<file path="src/rtl/fifo_rd_pkg.sv">
// Shared types and sizing helpers for the async_fifo read-side stream consumer.
package fifo_rd_pkg;

  typedef enum logic {RUN = 1'b0, FLUSH = 1'b1} rd_state_t;

  localparam int unsigned OUT_DEPTH_DEF = 4;

  // Width needed to hold a count in 0..depth (never narrower than one bit).
  function automatic int unsigned occ_width(input int unsigned depth);
    return (depth == 0) ? 1 : $clog2(depth + 1);
  endfunction

endpackage

</file>
<file path="src/rtl/fifo_rd_obuf.sv">
// Small synchronous output buffer: tail push, head pop, occupancy count.
module fifo_rd_obuf
  import fifo_rd_pkg::*;
#(
  parameter int unsigned DATA_SIZE = 8,
  parameter int unsigned DEPTH     = OUT_DEPTH_DEF
) (
  input  logic                          clk,
  input  logic                          rst,
  input  logic                          clr,
  input  logic                          push,
  input  logic [DATA_SIZE-1:0]          push_data,
  input  logic                          pop,
  output logic [occ_width(DEPTH)-1:0]   occ,
  output logic [DATA_SIZE-1:0]          head_data
);

  localparam int unsigned OCC_W = occ_width(DEPTH);
  localparam int unsigned PTR_W = (DEPTH > 1) ? $clog2(DEPTH) : 1;

  logic [DATA_SIZE-1:0] mem [DEPTH];
  logic [PTR_W-1:0]     wr_ptr;
  logic [PTR_W-1:0]     rd_ptr;
  logic                 do_push;
  logic                 do_pop;

  function automatic logic [PTR_W-1:0] ptr_inc(input logic [PTR_W-1:0] p);
    return (p == PTR_W'(DEPTH - 1)) ? '0 : p + PTR_W'(1);
  endfunction

  always_comb begin
    do_pop  = pop && (occ != '0);
    do_push = push && (do_pop || (occ != OCC_W'(DEPTH)));
  end

  always_ff @(posedge clk) begin
    if (rst || clr) begin
      wr_ptr <= '0;
      rd_ptr <= '0;
      occ    <= '0;
    end else begin
      assert (!(push && !do_pop && (occ == OCC_W'(DEPTH))));
      if (do_push) wr_ptr <= ptr_inc(wr_ptr);
      if (do_pop)  rd_ptr <= ptr_inc(rd_ptr);
      case ({do_push, do_pop})
        2'b10:   occ <= occ + OCC_W'(1);
        2'b01:   occ <= occ - OCC_W'(1);
        default: occ <= occ;
      endcase
    end
  end

  // Storage is zeroed only on reset so the head reads 0 out of reset.
  always_ff @(posedge clk) begin
    if (rst) begin
      for (int unsigned i = 0; i < DEPTH; i++) mem[i] <= '0;
    end else if (do_push && !clr) begin
      mem[wr_ptr] <= push_data;
    end
  end

  assign head_data = mem[rd_ptr];

endmodule

</file>
<file path="src/rtl/fifo_rd_stream.sv">
// Drains async_fifo into a credit-controlled valid/ready stream with flush and beat count.
module fifo_rd_stream
  import fifo_rd_pkg::*;
#(
  parameter int unsigned DATA_SIZE = 8,
  parameter int unsigned READ_LAT  = 1,
  parameter int unsigned OUT_DEPTH = OUT_DEPTH_DEF,
  parameter int unsigned CNT_W     = 16
) (
  input  logic                 r_clk,
  input  logic                 r_rst,
  input  logic                 r_empty,
  input  logic [DATA_SIZE-1:0] r_data,
  output logic                 r_en,
  output logic [DATA_SIZE-1:0] m_data,
  output logic                 m_valid,
  input  logic                 m_ready,
  input  logic                 flush,
  output logic                 busy_flush,
  output logic [CNT_W-1:0]     beat_cnt
);

  localparam int unsigned OCC_W = occ_width(OUT_DEPTH);
  localparam int unsigned IF_W  = occ_width(READ_LAT);
  localparam int unsigned TAG_W = (READ_LAT > 0) ? READ_LAT : 1;

  rd_state_t        state;
  logic [OCC_W-1:0] occ;
  logic [IF_W-1:0]  inflight;
  logic [TAG_W-1:0] tag;
  logic             ret_valid;
  logic             credit_ok;
  logic             flush_go;
  logic             push;
  logic             pop;

  always_comb begin
    inflight = '0;
    for (int unsigned i = 0; i < READ_LAT; i++) inflight = inflight + IF_W'(tag[i]);
  end

  // Credit uses registered occupancy only; a same-cycle downstream pop is not counted.
  always_comb begin
    credit_ok = (32'(occ) + 32'(inflight)) < OUT_DEPTH;
    r_en      = !r_rst && !r_empty && ((state == FLUSH) || credit_ok);
    m_valid   = (occ != '0) && (state == RUN);
    pop       = m_valid && m_ready;
    flush_go  = flush && (state == RUN);
    push      = ret_valid && (state == RUN) && !flush_go;
  end

  generate
    if (READ_LAT == 0) begin : g_lat0
      assign ret_valid = r_en;
      assign tag       = '0;
    end else begin : g_lat
      always_ff @(posedge r_clk) begin
        if (r_rst) begin
          tag <= '0;
        end else begin
          tag[0] <= r_en;
          for (int unsigned i = 1; i < READ_LAT; i++) tag[i] <= tag[i-1];
        end
      end
      assign ret_valid = tag[READ_LAT-1];
    end
  endgenerate

  fifo_rd_obuf #(
    .DATA_SIZE (DATA_SIZE),
    .DEPTH     (OUT_DEPTH)
  ) u_obuf (
    .clk       (r_clk),
    .rst       (r_rst),
    .clr       (flush_go),
    .push      (push),
    .push_data (r_data),
    .pop       (pop),
    .occ       (occ),
    .head_data (m_data)
  );

  always_ff @(posedge r_clk) begin
    if (r_rst) begin
      state      <= RUN;
      busy_flush <= 1'b0;
      beat_cnt   <= '0;
    end else begin
      if (pop) beat_cnt <= beat_cnt + CNT_W'(1);
      case (state)
        RUN: begin
          if (flush) begin
            state      <= FLUSH;
            busy_flush <= 1'b1;
          end
        end
        FLUSH: begin
          if (r_empty && (inflight == '0)) begin
            state      <= RUN;
            busy_flush <= 1'b0;
          end
        end
        default: begin
          state      <= RUN;
          busy_flush <= 1'b0;
        end
      endcase
    end
  end

endmodule
</file>
<file path="config.mk">
export PLATFORM = sky130hd
export DESIGN_NAME = fifo_rd_stream
export DESIGN_NICKNAME = d
export VERILOG_FILES = /design/src/rtl/fifo_rd_pkg.sv /design/src/rtl/fifo_rd_obuf.sv /design/src/rtl/fifo_rd_stream.sv
export SDC_FILE = /design/constraint.sdc
export NUM_CORES = 1
export LEC_CHECK = 0
export BUFFER_PORTS_ARGS = -buffer_cell sky130_fd_sc_hd__buf_2
export CORE_MARGIN = 10
export CORE_UTILIZATION = 56
export CTS_CLUSTER_DIAMETER = 100
export CTS_CLUSTER_SIZE = 20
export DETAILED_ROUTE_END_ITERATION = 10
export HOLD_SLACK_MARGIN = 0.12
export PLACE_DENSITY = 0.87
export SETUP_SLACK_MARGIN = 0.05
export SYNTH_ARGS = -nofsm -noshare
export SYNTH_HDL_FRONTEND = slang
export SYNTH_SLANG_ARGS = --single-unit
</file>
<file path="constraint.sdc">
create_clock -name r_clk -period 2.5 [get_ports r_clk]
set_input_delay 0 -clock r_clk [delete_from_list [all_inputs] [get_ports r_clk]]
set_output_delay 0 -clock r_clk [all_outputs]
set_load 0.02 [all_outputs]
</file>
* Yosys cells after proc, flatten, opt, wreduce, memory -nomap -nowiden
Memory sizes are Yosys's and may differ from the RTL's. A register that Yosys moved wholly into a read port is not among the register bits.
Cells that the tools add are included.
** Cells by class
- $add $sub $neg :: 6
- Order comparisons :: 1
- Eq/ne operators :: 7
- Muxes and demuxes :: 19
- Bitwise logic cells :: 2
- Reductions and logical operators :: 21
** Operator list (count)
- 16-bit by 1-bit adder with 16-bit output, second input constant :: 1
- 1-bit logical AND :: 11
- 1-bit two-way mux :: 10
- 2-bit two-way mux :: 5
- 8-bit two-way mux :: 1
- 8-bit OR reduction :: 1
- 2-bit equality test, second input constant :: 3
- 3-bit one-hot mux with 2 select lines :: 1
- 2-bit by 1-bit adder with 2-bit output, second input constant :: 2
- 3-bit by 1-bit adder with 4-bit output :: 1
- 4-bit by 3-bit less-than comparator with 1-bit output, second input constant :: 1
- 1-bit one-hot mux with 2 select lines :: 2
- 3-bit by 1-bit adder with 3-bit output, second input constant :: 1
- 1-bit logical NOT :: 3
- 1-bit logical OR :: 3
- 3-bit != test, second input constant :: 1
- 3-bit nonzero test :: 1
- 3-bit by 1-bit subtractor with 3-bit output, second input constant :: 1
- 2-bit by 1-bit equality test with 1-bit output, second input constant :: 1
- 2-bit by 1-bit != test with 1-bit output, second input constant :: 1
- 2-bit != test, second input constant :: 1
- 1-bit inverter :: 2
- 2-bit AND reduction :: 1
- 2-bit nonzero test :: 1
** Storage, ports and cells
- Flip-flop bits (word level) :: 26
- Memory bits (writable) :: 32
- Input bits :: 13
- Logic and storage cells :: 64
- Memories :: 1
** Memory list
- u_obuf.mem :: depth 4, width 8, read ports 1, clocked after memory_dff 1, write ports 4, line fifo_rd_obuf.sv:21 : logic [DATA_SIZE-1:0] mem [DEPTH];

* Logic depth before layout (Yosys ltp)
- Depth in word-level cells :: 12
- Mapped depth :: 8
- Mapped depth without buffers :: 7

* Cells and area by module
Synthesis repeated with hierarchy kept, for this count alone.
** Second synthesis, totals
- Cells, all modules :: 239
- Area total of the unflattened synthesis :: 2837.7 sq um
** Modules (own cells, without submodules)
- fifo_rd_obuf :: times used 1, cells an instance 135, area each 1914.3 sq um, seq. area each 1141.1 sq um
- fifo_rd_stream :: times used 1, cells an instance 104, area each 923.4 sq um, seq. area each 380.4 sq um

* Worst setup path before layout
OpenSTA, ideal clock, no wires.
- Path kind :: register -> register
- Start :: register state
- End :: register u_obuf.occ[2]
- Library setup time :: 0.072 ns
- Arrival :: 1.907 ns
- Data required time :: 2.428 ns
- Path slack :: 0.521 ns
- Stages on the path, launching flop included :: 9
- Period minus slack after synthesis :: 1.979 ns
- Path through :: dfxtp_1 buf_6 nand2b_4 nor2_1 nand2_1 fa_1 a211o_1 a21oi_1 mux2i_1
** Between the ends
- Cells in the longest elaborated chain, start to end :: 8
- Elaborated cells on any way between the ends :: 15
** Ends and longest elaborated chain
- start: declaration :: line fifo_rd_stream.sv:27 : rd_state_t state;
- start signal: assignment :: line fifo_rd_stream.sv:85 : state <= RUN;
- start signal: assignment :: line fifo_rd_stream.sv:93 : state <= FLUSH;
- start signal: assignment :: line fifo_rd_stream.sv:99 : state <= RUN;
- 1-bit inverter *
- 1-bit logical AND :: line fifo_rd_stream.sv:46 : m_valid = (occ != '0) && (state == RUN);
- 1-bit logical AND :: line fifo_rd_stream.sv:47 : pop = m_valid && m_ready;
- 1-bit logical AND :: line fifo_rd_obuf.sv:32 : do_pop = pop && (occ != '0);
- 1-bit logical OR :: line fifo_rd_obuf.sv:33 : do_push = push && (do_pop || (occ != OCC_W'(DEPTH)));
- 1-bit logical AND :: line fifo_rd_obuf.sv:33
- 2-bit by 1-bit equality test with 1-bit output or 2-bit equality test (tied branches) :: line fifo_rd_obuf.sv:45 : case ({do_push, do_pop})
- 3-bit one-hot mux with 2 select lines or 2-bit nonzero test (tied branches)
- end signal: assignment :: line fifo_rd_obuf.sv:46 : 2'b10: occ <= occ + OCC_W'(1);
- end signal: assignment :: line fifo_rd_obuf.sv:47 : 2'b01: occ <= occ - OCC_W'(1);
- end: declaration :: line fifo_rd_obuf.sv:14 : output logic [occ_width(DEPTH)-1:0] occ,
Every way passes the cells marked *; elsewhere a longest branch is shown, timed or not.
A chain may end at the register's enable or synchronous reset.

==> results.rst <==
.. list-table::
   :header-rows: 1

   * - Metric
     - Value
   * - Result of the run
     - completed
   * - Critical-path top delay cell
     - dlygate4sd3_1
   * - Shortest clock period the worst path allows after layout
     - roughly 2.3 ns
   * - Arrival time at the worst endpoint
     - 2.28 ns
   * - Category of the most critical setup path
     - in -> reg
   * - Nets@finish
     - just over 300
   * - Full die area
     - around 8000 um2
   * - Chip width
     - approximately 90 um
   * - Std-Cell Rows
     - 25
   * - Clock sink total
     - 60
   * - Wirelength, routed
     - 5540 um
   * - Layout-stage area growth over the synthesis result
     - 19.9%
   * - Total of flip-flops plus latches after synthesis
     - 60
   * - Number of buffers inserted during clock tree synthesis
     - 9
   * - Final Slew Violations
     - 0
   * - Portion of the post-synthesis area used by sequential elements
     - 0.555
   * - Yosys warns
     - 0
   * - Design internal power
     - between 1.5 and 2 mW
   * - Max cap viols
     - 0
   * - Total via count after detailed routing
     - between 1500 and 2000
   * - Slew of the pin with the lowest slew margin
     - just under 0.8 ns
   * - Crit path buffers/inverters
     - 3
   * - Unique cell type count in the Yosys netlist
     - 42
   * - Number of logic stages on the critical path including buffering
     - 7
   * - Fmax achieved
     - between 0.4 and 0.5 GHz
   * - Routed wirelength normalized by instance count
     - between 15 and 20 um
   * - Critical Path Sink
     - u_obuf.mem[1][1]
   * - Worst relative slew slack
     - 0.476
   * - Fraction of final layout cells with drive strength greater than 1
     - 0.250
   * - Critical path required time
     - 2.53 ns
   * - FFs w/ async S/R, synth
     - 0
   * - Routability cong.
     - approximately 0.75
   * - Clk network pwr share
     - 0.400
   * - Switching part of the total
     - 0.226
   * - Wire length of the first global-routing pass
     - around 9600 um
   * - Area of the mapped netlist
     - between 2000 and 3000 um2
   * - Launch point of the worst path
     - flush
   * - Net switching component of the power
     - between 400 and 500 uW
   * - Total global routing overflow
     - 0
   * - Yosys top cell area share
     - 0.351
   * - Synthesized net count
     - between 200 and 300
   * - Largest incremental delay on the critical path
     - approximately 0.54 ns
   * - Prevailing post-synth register cell
     - edfxtp_1
   * - Final Hold Fails
     - 0
   * - Post-detailed-route DRC marker count
     - 0
   * - Crit. End Element
     - flip-flop
   * - First-pass iteration count of the detailed router
     - 4
   * - Clock H-tree levels
     - 3
   * - Clock skew after layout
     - 0.00753 ns
   * - VDD IR-drop max
     - 0.338 mV
   * - Clock Path Buffers
     - 2
   * - Synth top area cells
     - edfxtp_1 (35%), dfxtp_1 (20%), and2_1 (7.3%), mux4_2 (6.6%), nor2_1 (2.7%)
   * - Latest clock arrival within the worst-skew pair
     - ~0.34 ns
   * - Final period utilization
     - 0.902
   * - Quantity of I/O buffers inserted on ports
     - 39
   * - Post-Route Setup TNS
     - 0 ns
   * - All-layer global routing usage
     - 0.145
   * - Register-to-Register Setup Slack
     - between 0.2 and 0.3 ns
   * - # Post-CTS Setup Buffers
     - 0
   * - Cell Pwr Density
     - approximately 600 nW/um2
   * - Sequential group share of total power
     - 0.535
   * - Ant diodes
     - 0
   * - Post-synth EDFFs
     - 32
   * - Clk slew on worst S/H paths
     - ~0.070 ns
   * - Cell taking the most area after synthesis
     - edfxtp_1
   * - Synthesized area divided by synthesized cell count
     - 11.7 um2
   * - Cell breakdown of the critical path
     - dlygate4sd3_1 > buf_2 > nand2b_1 > nor4_1 > buf_4 > nor3b_2 > or2_2
   * - FILL cells
     - 334
   * - Critical register-to-register path endpoint
     - u_obuf.mem[1][1]
   * - Worst R2R Path Depth
     - 5
   * - Setup violators final
     - 0
   * - Initial antenna violation count
     - 0
   * - Leading cell types by count after synthesis
     - and2_1 (32), edfxtp_1 (32), dfxtp_1 (28)
   * - CP Launch Type
     - input pin
   * - Leakage
     - 1.26 nW
   * - Detailed placer's ending HPWL
     - ~3800 um
   * - Vert. Die Dim
     - around 90 um
   * - Residual antenna-violating net count after detailed routing
     - 0
   * - Launch point of the worst reg-to-reg path
     - ret_valid
   * - Floorplan core area
     - approximately 4700 um2
   * - Largest delay contributor family on the critical path
     - simple AND/OR/NAND/NOR gates
   * - 1st-iter DRT viols
     - between 100 and 150
   * - Number of global-route vias before repair
     - roughly 2000
   * - Highest net fanout along the worst path
     - 10
   * - Gate count after technology mapping
     - around 240
   * - Initial core utilization
     - 0.580
   * - TritonCTS clock tree
     - built
   * - Classification of the worst-slack hold path
     - in -> reg
   * - Clk root buf
     - clkbuf_8
   * - Setup repair after global routing missed its margin
     - no
   * - Post-DR vias/cell
     - about 5.4
   * - End-of-flow core utilization
     - 0.696
   * - Ports
     - 40
   * - Combinational share of power
     - 0.065
   * - Pin count of the biggest net entering global routing
     - 29
## flip-flops by register name, indices dropped and copies added, names as in the netlist, named ones only
signal and cells:
state 1, u_obuf.wr_ptr 2, u_obuf.occ 3, ret_valid 1, beat_cnt 16, u_obuf.rd_ptr 2
busy_flush 1, u_obuf.mem 32
## worst reg2reg max path: cells and delay by family (launching register included)
kind                   cells  cell delay [ns]
AND/OR/NAND/NOR            4             1.31
flip-flops                 1             0.36
buffers and inverters      1             0.24
## area by class of cell
type | instances | area, um2 | area share
Inverter | 5 | 18.8 | 0.00571
Sequential cell | 60 | 1520 | 0.463
Timing Repair Buffer | 52 | 320 | 0.0974
Clock buffer | 12 | 166 | 0.0506
Multi-Input combinational cell | 159 | 1160 | 0.352
Tap cell | 67 | 83.8 | 0.0255
Clock inverter | 4 | 21.3 | 0.00647
## cell families after synthesis
logic type               after synthesis  synth area share
flip-flops                            60             0.555
AND/OR/NAND/NOR                      106             0.225
XOR/XNOR                               8            0.0256
multiplexers                          14            0.0885
AO/OA/AOI/OAI                         27            0.0593
buffers and inverters                 16            0.0251
adder cells (fa/ha/maj)                4            0.0210
## power by group through the flow
stage	combinational, mW	sequential [mW]	clock (mW)
6_report	0.131	1.08	0.806
4_1_cts	0.131	1.08	0.815
3_5_place_dp	0.117	1.10	0
2_1_floorplan	0.0805	1.09	0
3_3_place_gp	0.115	1.10	0
5_1_grt	0.144	1.08	0.872
## per-stage QoR
stage	total power [mW]	setup slack, ns	cell area (um2)	hold slack [ns]	instances
final	2.02	0.244	3290	0.140	359
after floorplan	1.17	0.521	2740	0.0768	235
after global placement	1.21	0.369	2990	0.203	332
after global routing	2.10	0.0727	3290	0.148	359
after CTS	2.02	0.200	3280	0.132	359
after detailed placement	1.22	0.262	2990	0.200	332
## cells in the final DEF (no fill, tap or decap), types with 4 or more instances in the layout
cell           netlist  routed
and2_1              32      32
nand4_1              5       5
xor2_1               4       4
or3_1                6       6
dlygate4sd3_1        0      11
nand3_1              5       5
buf_2                1      39
o21ai_0              5       5
a21oi_1             12      12
or4_1                5       5
mux4_2               8       8
nor2_1              20      20
or2_2                4       4
xnor2_1              4       4
mux2i_1              4       4
inv_1                5       5
dfxtp_1             28      28
edfxtp_1            32      32
clkbuf_8             0      10
nand2_1              9       9
o31ai_1              5       5
## repair_timing
item,CTS,global route
hold endpoints to repair,36,0
setup endpoints to repair,0,8
hold buffers,11,0
resized for setup,0,1
## per-layer routing
layer | GRT usage | wire length (um) | share of wire | up-vias
met2 | 0.233 | 2750 | 0.50 | 47
met5 | 0 | 0 | 0 | -
met3 | 0.0424 | 246 | 0.044 | 10
li1 | - | - | - | 956
met1 | 0.172 | 2420 | 0.44 | 933
met4 | 0.0729 | 123 | 0.022 | 0
## worst min path at each step
stage / cells after the start / startpoint / to / slack (ns)
6_report: 3 / r_rst / beat_cnt[0] / 0.14
5_1_grt: 3 / r_rst / beat_cnt[0] / 0.15
4_1_cts: 3 / r_rst / beat_cnt[0] / 0.13
3_5_place_dp: 2 / r_empty / ret_valid / 0.20
3_3_place_gp: 2 / r_empty / ret_valid / 0.20
2_1_floorplan: 1 / r_empty / ret_valid / 0.08
(Power assumes the default switching activity.)
